## src/rtl/fetch_unit_if.sv

```systemverilog
// fetch_unit_if: control, instruction-memory and result signals of the fetch stage.
// The master modport is the fetch unit's side of the bus; the slave modport is its environment.
interface fetch_unit_if #(
    parameter int ADDR_W = 32,
    parameter int DATA_W = 32
);
    logic              fetch_start;
    logic [ADDR_W-1:0] pc_addr;
    logic              imem_req;
    logic [ADDR_W-1:0] imem_addr;
    logic              imem_ack;
    logic [DATA_W-1:0] imem_rdata;
    logic [DATA_W-1:0] instr;
    logic              instr_valid;
    logic [ADDR_W-1:0] pc_plus4;
    logic              fetch_busy;
    logic              fault_misaligned;
    logic              fault_timeout;

    modport master (
        input  fetch_start, pc_addr, imem_ack, imem_rdata,
        output imem_req, imem_addr, instr, instr_valid, pc_plus4,
               fetch_busy, fault_misaligned, fault_timeout
    );

    modport slave (
        output fetch_start, pc_addr, imem_ack, imem_rdata,
        input  imem_req, imem_addr, instr, instr_valid, pc_plus4,
               fetch_busy, fault_misaligned, fault_timeout
    );
endinterface

```

## src/rtl/fetch_unit.sv

```systemverilog
// fetch_unit: latches the PC, runs one req/ack fetch, captures the instruction register.
// Define FETCH_TIMEOUT_EN to abort a REQ after TIMEOUT_CYCLES ack-less cycles.
module fetch_unit #(
    parameter int ADDR_W         = 32,
    parameter int DATA_W         = 32,
    parameter int TIMEOUT_CYCLES = 16
) (
    input logic          clk,
    input logic          rst,
    fetch_unit_if.master bus
);
    typedef enum logic [1:0] {IDLE, REQ, DONE} state_t;

    localparam logic [DATA_W-1:0] NOP = DATA_W'(32'h0000_0013);

    state_t            state_q, state_d;
    logic [ADDR_W-1:0] addr_q, addr_d;
    logic [ADDR_W-1:0] pc4_q, pc4_d;
    logic [DATA_W-1:0] instr_q, instr_d;
    logic              mis_q, mis_d;

`ifdef FETCH_TIMEOUT_EN
    localparam int CW = $clog2(TIMEOUT_CYCLES + 1);
    logic [CW-1:0] cnt_q, cnt_d;
    logic          to_q, to_d;
`endif

    always_ff @(posedge clk) begin
        if (rst) begin
            state_q <= IDLE;
            addr_q  <= '0;
            pc4_q   <= '0;
            instr_q <= NOP;
            mis_q   <= 1'b0;
        end else begin
            state_q <= state_d;
            addr_q  <= addr_d;
            pc4_q   <= pc4_d;
            instr_q <= instr_d;
            mis_q   <= mis_d;
        end
    end

`ifdef FETCH_TIMEOUT_EN
    always_ff @(posedge clk) begin
        if (rst) begin
            cnt_q <= '0;
            to_q  <= 1'b0;
        end else begin
            cnt_q <= cnt_d;
            to_q  <= to_d;
        end
    end
`endif

    always_comb begin
        state_d = state_q;
        addr_d  = addr_q;
        pc4_d   = pc4_q;
        instr_d = instr_q;
        mis_d   = 1'b0;
`ifdef FETCH_TIMEOUT_EN
        cnt_d   = cnt_q;
        to_d    = 1'b0;
`endif
        unique case (state_q)
            IDLE: begin
                if (bus.fetch_start) begin
                    if (bus.pc_addr[1:0] == 2'b00) begin
                        addr_d  = bus.pc_addr;
                        pc4_d   = bus.pc_addr + ADDR_W'(4);
                        state_d = REQ;
`ifdef FETCH_TIMEOUT_EN
                        cnt_d   = '0;
`endif
                    end else begin
                        mis_d = 1'b1;
                    end
                end
            end
            REQ: begin
                if (bus.imem_ack) begin
                    instr_d = bus.imem_rdata;
                    state_d = DONE;
                end
`ifdef FETCH_TIMEOUT_EN
                // cnt_q counts ack-less REQ cycles already completed
                else if (cnt_q == CW'(TIMEOUT_CYCLES - 1)) begin
                    to_d    = 1'b1;
                    state_d = IDLE;
                end else begin
                    cnt_d = cnt_q + CW'(1);
                end
`endif
            end
            DONE:    state_d = IDLE;
            default: state_d = IDLE;
        endcase
    end

    assign bus.imem_req         = (state_q == REQ);
    assign bus.imem_addr        = addr_q;
    assign bus.instr            = instr_q;
    assign bus.instr_valid      = (state_q == DONE);
    assign bus.pc_plus4         = pc4_q;
    assign bus.fetch_busy       = (state_q != IDLE);
    assign bus.fault_misaligned = mis_q;
`ifdef FETCH_TIMEOUT_EN
    assign bus.fault_timeout    = to_q;
`else
    assign bus.fault_timeout    = 1'b0;
`endif
endmodule

```

## src/flat_wrapper.sv

```systemverilog
// flat-port wrapper written by rule: the top's interface ports become plain ports
module fetch_unit_flat 
#(
    parameter int ADDR_W         = 32,
    parameter int DATA_W         = 32,
    parameter int TIMEOUT_CYCLES = 16
)
  (clk, rst, bus_fetch_start, bus_pc_addr, bus_imem_ack, bus_imem_rdata, bus_imem_req, bus_imem_addr, bus_instr, bus_instr_valid, bus_pc_plus4, bus_fetch_busy, bus_fault_misaligned, bus_fault_timeout);
  fetch_unit_if #(.ADDR_W(ADDR_W), .DATA_W(DATA_W)) bus_i ();
  input logic clk;
  input logic rst;
  input wire logic [$bits(bus_i.fetch_start)-1:0] bus_fetch_start;
  input wire logic [$bits(bus_i.pc_addr)-1:0] bus_pc_addr;
  input wire logic [$bits(bus_i.imem_ack)-1:0] bus_imem_ack;
  input wire logic [$bits(bus_i.imem_rdata)-1:0] bus_imem_rdata;
  output wire logic [$bits(bus_i.imem_req)-1:0] bus_imem_req;
  output wire logic [$bits(bus_i.imem_addr)-1:0] bus_imem_addr;
  output wire logic [$bits(bus_i.instr)-1:0] bus_instr;
  output wire logic [$bits(bus_i.instr_valid)-1:0] bus_instr_valid;
  output wire logic [$bits(bus_i.pc_plus4)-1:0] bus_pc_plus4;
  output wire logic [$bits(bus_i.fetch_busy)-1:0] bus_fetch_busy;
  output wire logic [$bits(bus_i.fault_misaligned)-1:0] bus_fault_misaligned;
  output wire logic [$bits(bus_i.fault_timeout)-1:0] bus_fault_timeout;
  assign bus_i.fetch_start = bus_fetch_start;
  assign bus_i.pc_addr = bus_pc_addr;
  assign bus_i.imem_ack = bus_imem_ack;
  assign bus_i.imem_rdata = bus_imem_rdata;
  assign bus_imem_req = bus_i.imem_req;
  assign bus_imem_addr = bus_i.imem_addr;
  assign bus_instr = bus_i.instr;
  assign bus_instr_valid = bus_i.instr_valid;
  assign bus_pc_plus4 = bus_i.pc_plus4;
  assign bus_fetch_busy = bus_i.fetch_busy;
  assign bus_fault_misaligned = bus_i.fault_misaligned;
  assign bus_fault_timeout = bus_i.fault_timeout;
  fetch_unit #(.ADDR_W(ADDR_W), .DATA_W(DATA_W), .TIMEOUT_CYCLES(TIMEOUT_CYCLES)) u_core (.clk(clk), .rst(rst), .bus(bus_i));
endmodule
```

## config.mk

```make
export PLATFORM = sky130hd
export DESIGN_NAME = fetch_unit_flat
export DESIGN_NICKNAME = d
export VERILOG_FILES = /design/src/rtl/fetch_unit_if.sv /design/src/rtl/fetch_unit.sv /design/src/flat_wrapper.sv
export SDC_FILE = /design/constraint.sdc
export NUM_CORES = 1
export LEC_CHECK = 0
export ABC_AREA = 1
export ABC_CLOCK_PERIOD_IN_PS = 2060
export CAP_MARGIN = 0
export CORE_MARGIN = 2
export CORE_UTILIZATION = 44
export DETAILED_ROUTE_END_ITERATION = 10
export PLACE_DENSITY = 0.81
export SLEW_MARGIN = 30
export SYNTH_ARGS = -nofsm -noshare
export SYNTH_HDL_FRONTEND = slang
export SYNTH_SLANG_ARGS = --single-unit
```

## constraint.sdc

```tcl
create_clock -name clk -period 2.06 [get_ports clk]
set_clock_uncertainty 0.15 [all_clocks]
set_input_delay 0.515 -clock clk [delete_from_list [all_inputs] [get_ports clk]]
set_output_delay 0.515 -clock clk [all_outputs]
set_load 0.1 [all_outputs]
```

* Yosys cells after proc, flatten, opt, wreduce, memory -nomap -nowiden
Index checks and enable logic that the tools add are counted.
** Storage, ports and cells
- Register bits after elaboration :: 99
- Input port bits :: 68
** Operators by class
- Add/subtract/negate cells :: 1
- Equality and inequality tests :: 5
- Multiplexer cells :: 5
- Bitwise operators :: 2
- Reductions and logical operators :: 7
** Operators by type and width (count)
- $add 32x3->32 const B :: 1
- $mux 2 :: 3
- $reduce_and 3->1 :: 2
- $logic_not 2->1 :: 2
- $ne 2x2->1 const B :: 2
- $pmux 2 s2 :: 1
- $reduce_or 3->1 :: 1
- $eq 2x1->1 const B :: 1
- $eq 2x2->1 const B :: 1
- $ne 2x1->1 const B :: 1
- $not 1->1 :: 2
- $reduce_and 2->1 :: 1
- $reduce_bool 2->1 :: 1
- $mux 1 :: 1

* Depth between registers and ports, before layout
Gate-level depths: netlist (run 1).
- Depth after elaboration :: 4
- Gate-level depth with buffers :: 10
- Gate-level depth less buffers :: 10

* Worst setup path after synthesis (run 1)
Ideal clock, no wire load.
- Kind :: register to output
- Start point :: reg u_core.state_q[1]
- End point :: out bus_instr_valid
- Arrival :: 1.689 ns
- Required time :: 1.395 ns
- Setup slack :: -0.294 ns
- Cell stages (with the launch flop) :: 3
- Path buffers :: 0
- Cells stage by stage :: dfxtp_1 inv_1 nor2_1
** On the way
- Longest elaborated chain between the ends :: 1
** RTL lines
- start: declaration :: RTL line fetch_unit.sv:16 : state_t state_q, state_d;
- start signal: assignment :: RTL line fetch_unit.sv:36 : state_q <= state_d;
- $eq 2x2->1 :: RTL line fetch_unit.sv:104 : assign bus.instr_valid = (state_q == DONE);
- end: declaration :: RTL line flat_wrapper.sv:19 : output wire logic [$bits(bus_i.instr_valid)-1:0] bus_instr_valid;
Every way passes these cells.

* Final worst setup path (run 1)
- Start point :: in bus_pc_addr[2]
- End point :: reg u_core.pc4_q[30], in the netlist u_core.bus.pc_plus4[30]
** On the way
- Longest elaborated chain between the ends :: 1
** RTL lines
- start: declaration :: RTL line flat_wrapper.sv:13 : input wire logic [$bits(bus_i.pc_addr)-1:0] bus_pc_addr;
- $add 32x3->32 :: RTL line fetch_unit.sv:71 : pc4_d = bus.pc_addr + ADDR_W'(4);
- end signal: assignment :: RTL line fetch_unit.sv:38 : pc4_q <= pc4_d;
- end: declaration :: RTL line fetch_unit.sv:18 : logic [ADDR_W-1:0] pc4_q, pc4_d;
Every way passes these cells.
A chain may end at the register's enable or synchronous reset.

==> results of run 1 <==
sequential cells by signal, indices dropped and copies added, names as in the netlist:
name	count
u_core.bus.fault_misaligned	1
u_core.state_q	2
u_core.bus.imem_addr	32
u_core.bus.instr	32
u_core.bus.pc_plus4	30
cell usage after synthesis (6+ instances only):
cell / instances / share of area [%]
buf_2: 9 / 1.0
o21ai_1: 10 / 1.1
nand3_1: 38 / 4.3
buf_6: 6 / 1.5
nor2_1: 84 / 7.2
clkbuf_1: 11 / 0.94
nand2_1: 208 / 18
dfxtp_1: 97 / 44
nor2_4: 15 / 3.8
o21ai_0: 23 / 2.6
inv_1: 59 / 5.0
a21oi_1: 47 / 5.3
cell families (layout without fill, tap and decap cells):
logic type | after synthesis | in the layout | share of synthesized area [%]
compound gates | 84 | 84 | 9.781
xor+xnor | 6 | 6 | 1.194
fa+ha+maj | 1 | 1 | 0.2843
buf+inv | 92 | 307 | 9.468
flops | 97 | 97 | 44.13
other cells | 1 | 1 | 0.08522
simple gates | 357 | 357 | 35.06
area by class of cell:
type	instances	area share, %
repair buffers	231	40.98
multi-input cells	449	26.28
flip-flops and latches	97	24.75
inverters	61	2.918
well taps	133	2.121
clock buffers	10	1.627
clock inverters	5	1.324
metrics by stage:
stage / util, % / setup slack [ns]
floorplan: - / 0.02112
global placement: 78.14 / -0.1834
detailed placement: 78.14 / -0.2855
CTS: 80.52 / 0.09414
global route: 80.65 / -0.02142
finish: 80.65 / 0.06311
power breakdown:
group          switching [W]  leakage (nW)  internal, W
registers          0.0000687         0.788      0.00194
clock network       0.000676         0.117     0.000804
logic               0.000739          2.54     0.000478
total                0.00148          3.45      0.00322
worst reg2reg max path: cells and delay by family, from the launching register on:
kind | cells | cell delay, ns
AND/OR/NAND/NOR | 6 | 0.93
flip-flops | 1 | 0.38
buffers and inverters | 2 | 0.26
routing by layer:
layer | global-route usage, % | routed length [µm] | up-vias
li1 | - | - | 2386
met1 | 31.20 | 5464 | 2325
met2 | 50.19 | 7862 | 299
met3 | 9.336 | 1603 | 60
met4 | 12.36 | 459 | 0
met5 | 0 | 0 | -
path summary, 6_finish.rpt:
check	cells past startpoint	slack [ns]	startpoint	end
setup / recovery	11	0.06	bus_pc_addr[2]	u_core.bus.pc_plus4[30]
hold / removal	2	0.36	u_core.bus.imem_addr[15]	u_core.bus.imem_addr[15]
setup reg to reg	8	0.29	u_core.state_q[1]	u_core.bus.pc_plus4[27]
hold reg to reg	2	0.36	u_core.bus.imem_addr[15]	u_core.bus.imem_addr[15]
==> results_dict.tcl, run 1 <==
set metrics [dict create \
    end_kind "flop" \
    rsz0062_at_grt "yes" \
    worst_ep_arrival_time_ns 2.11 \
    post_synth_inst_count 638 \
    cts_max_level 3 \
    fin_cells 986 \
    whs_ns 0.3589 \
    grt_overflow_total 0 \
    cts.sink_count 97 \
    final_common_cell "nand2_1" \
    port-buffer-count 167 \
    die_w_um 104.0 \
    wl_per_cell_um 15.61 \
    grt_pass1_wl_um 25160 \
    synth-edff-count 0 \
    syn_area_per_cell_um2 6.897 \
    status "completed" \
    grt_max_degree 53 \
    fillers 593 \
    setup_violations 0 \
    drv_cap 0 \
    dp.cells 971 \
    dp.final_hpwl_um 11440 \
    path_clk_slew_ns 0.09 \
    cp_common_cell "nand2_1" \
    fin_area_mm2 0.007846 \
    slowest_stage "clkdlybuf4s50_1" \
    crit_path_cell_trace "clkdlybuf4s50_1, ha_1, nand2_1, nor2_4, nand2_2, nor2_1, nand2_1, nand2_1, nand3_1, nand2_1, inv_1" \
    drive_above_1_share_pct 24.50 \
    tritoncts "built" \
    multiInputGateArea_mm2 0.002062 \
    cp_top_family "simple AND/OR/NAND/NOR gates" \
    critical_path_class "in -> reg" \
    area_growth_pct 78.31 \
    drc 0 \
    synth_nets 707 \
    start_util_pct 45.23 \
    core_mm2 0.009729 \
    cp-start-kind "input port" \
    root_buffer "clkbuf_8" \
    ctsLongestPathBuffers 2 \
    first_global_vias 5227 \
    grt_util_all_layers_pct 28.47 \
    layout_common_cells "nand2_1 (208), buf_12 (105), dfxtp_1 (97)" \
    ant_nets 0 \
    fmax_mhz 500.8 \
    critical-path-max-stage-delay_ns 0.49 \
    viasPerCell 5.142 \
    cts-buffers-inserted 9 \
    ios 169 \
    nNetsFinal 918 \
    hold_buffers 0 \
    ys_types 26 \
    antenna_found_initial 0 \
    wl_um 15390 \
    synthArstFlopShare_pct 0 \
    drt_iter0_drc 381 \
    die-area_mm2 0.01082 \
    place_area_mm2 0.007602 \
    postCtsSetupRepairBufs 0 \
    ys_seq_area_share_pct 44.13 \
    yosysWarnings 0 \
    vdd_drop_max_v 0.0003657 \
    num_antenna_cells 0 \
    fin_setup_tns_ns 0 \
    layout_min_cycle_time_ns 1.997 \
    ys_ff_latch 97 \
    fin_crit_sh_pct 96.94 \
    synth_area_mm2 0.004400 \
    critical_path_buf_inv_count 2 \
    power_w 0.004701 \
    synth_ff_type "dfxtp_1" \
    post_cts_resized 0 \
    leakage_nw 3.449 \
    cp_data_required_time_ns 2.17 \
    clock_latency_ns 0.35 \
    hold_viol 0 \
    vias 5070 \
    rows 36 \
    power_density_mw_per_mm2 599.1 \
    crit_fanout 5 \
    firstDrtPassIters 5 \
    die_y_um 104.0 \
    drv_slew 0 \
    gp_congestion 0.9282 \
    regArea_mm2 0.001942 \
    min_path_type "reg -> reg" \
]
Note: power is estimated with default switching activity, not from simulation.
==> run 2: changes to the inputs <==
--- a/config.mk
+++ b/config.mk
@@ -8,6 +8,7 @@
 export ABC_AREA = 1
 export ABC_CLOCK_PERIOD_IN_PS = 2060
 export CAP_MARGIN = 0
+export CORE_ASPECT_RATIO = 1.1
 export CORE_MARGIN = 2
 export CORE_UTILIZATION = 44
 export DETAILED_ROUTE_END_ITERATION = 10
==> results_dict.tcl, run 2 (same netlist as run 1, synthesis figures left out) <==
set metrics [dict create \
    final_common_cell "nand2_1" \
    area_growth_pct 78.76 \
    layout_common_cells "nand2_1 (208), buf_12 (104), dfxtp_1 (97)" \
    vias 4947 \
    start_util_pct 44.93 \
    grt_overflow_total 0 \
    wl_per_cell_um 14.82 \
    regArea_mm2 0.001942 \
    die_w_um 99.35 \
    min_path_type "reg -> reg" \
    clock_latency_ns 0.37 \
    nNetsFinal 927 \
    cp_data_required_time_ns 2.19 \
    fin_setup_tns_ns 0 \
    drv_slew 0 \
    firstDrtPassIters 5 \
    root_buffer "clkbuf_8" \
    rsz0062_at_grt "yes" \
    multiInputGateArea_mm2 0.002057 \
    ant_nets 0 \
    die-area_mm2 0.01082 \
    antenna_found_initial 0 \
    hold_viol 0 \
    tritoncts "built" \
    ctsLongestPathBuffers 2 \
    whs_ns 0.3587 \
    cts_max_level 3 \
    drive_above_1_share_pct 25.26 \
    fmax_mhz 502.8 \
    first_global_vias 5018 \
    leakage_nw 3.474 \
    crit_fanout 5 \
    critical_path_class "in -> reg" \
    grt_util_all_layers_pct 27.03 \
    drt_iter0_drc 198 \
    fin_crit_sh_pct 96.55 \
    vdd_drop_max_v 0.0004517 \
    power_density_mw_per_mm2 585.0 \
    viasPerCell 5.033 \
    cts-buffers-inserted 9 \
    layout_min_cycle_time_ns 1.989 \
    rows 38 \
    preCtsSetupSlack_ns -0.3264 \
    ios 169 \
    cts.sink_count 97 \
    grt_pass1_wl_um 23260 \
    num_antenna_cells 0 \
    end_kind "flop" \
    dp.final_hpwl_um 11510 \
    path_clk_slew_ns 0.09 \
    status "completed" \
    dp.cells 967 \
    gp_congestion 0.9637 \
    cp-start-kind "input port" \
    grt_max_degree 46 \
    drc 0 \
    setup_violations 0 \
    utilization_pct 80.31 \
    drv_cap 0 \
    wl_um 14570 \
    port-buffer-count 167 \
    fillers 599 \
    postCtsSetupRepairBufs 0 \
    die_y_um 108.9 \
    worst_ep_arrival_time_ns 2.12 \
    setup_slack_ns 0.07109 \
    core_mm2 0.009794 \
    fin_cells 983 \
]
-- run 2: cell count changes in the layout (fill, tap and decap cells not counted) --
cell,change
clkinv_2,+1
clkinvlp_4,+2
buf_4,+10
nor2_2,-2
bufinv_16,-1
o21ai_0,-1
clkbuf_1,-1
buf_12,-1
o21ai_1,+1
nor2_1,+2
-- run 2: repair_timing --
action / 4_1_cts / 5_1_grt
endpoints found under the setup margin: 0 / 8
resized for setup: 0 / 3
hold buffers: 0 / 0
-- run 2: power by group --
group,total [W],switching (W),internal [W]
combinational,0.00121,0.000728,0.000485
clock,0.00138,0.000700,0.000684
sequential,0.00200,0.0000687,0.00194
total,0.00460,0.00150,0.00310
-- run 2: worst max-delay path, cell delays in order --
cell             delay (ns)
clkdlybuf4s50_1        0.49
ha_1                   0.17
nand2_1                0.11
nor2_4                 0.14
nand2_2                0.11
nor2_1                 0.27
nand2_1                0.09
nand2_1                0.06
nand3_1                0.06
nand2_1                0.06
inv_1                  0.04
-- run 2: cell type report --
class                           instances  share of cell area (%)
Inverter                               61                   2.911
Clock buffer                            9                   1.575
Multi-Input combinational cell        449                   26.15
Sequential cell                        97                   24.69
Tap cell                              120                   1.909
Timing Repair Buffer                  240                   41.58
Clock inverter                          7                   1.193
-- run 2: metrics by stage --
step / instance area [µm²] / power [W]
after CTS: 7859 / 0.004615
final: 7866 / 0.004602
after floorplan: 4408 / 0.002673
after global placement: 7641 / 0.003235
after detailed placement: 7641 / 0.003259
after global routing: 7866 / 0.004743
-- run 2: layer usage --
metal  up-vias  share of wire [%]  global-route usage, %
li1       2409                  -                      -
met1      2263                 37                  29.11
met2       237                 51                  48.60
met3        38                8.8                  8.205
met4         0                3.1                  12.43
met5         -                  0                      0
-- run 2: worst paths after layout --
| path | start | end | slack, ns | depth (start not counted) |
|---|---|---|---|---|
| min | u_core.bus.imem_addr[13] | u_core.bus.imem_addr[13] | 0.36 | 2 |
| max | bus_pc_addr[2] | u_core.bus.pc_plus4[28] | 0.07 | 11 |
| min reg2reg | u_core.bus.imem_addr[13] | u_core.bus.imem_addr[13] | 0.36 | 2 |
| max reg2reg | u_core.state_q[1] | u_core.bus.pc_plus4[27] | 0.46 | 8 |
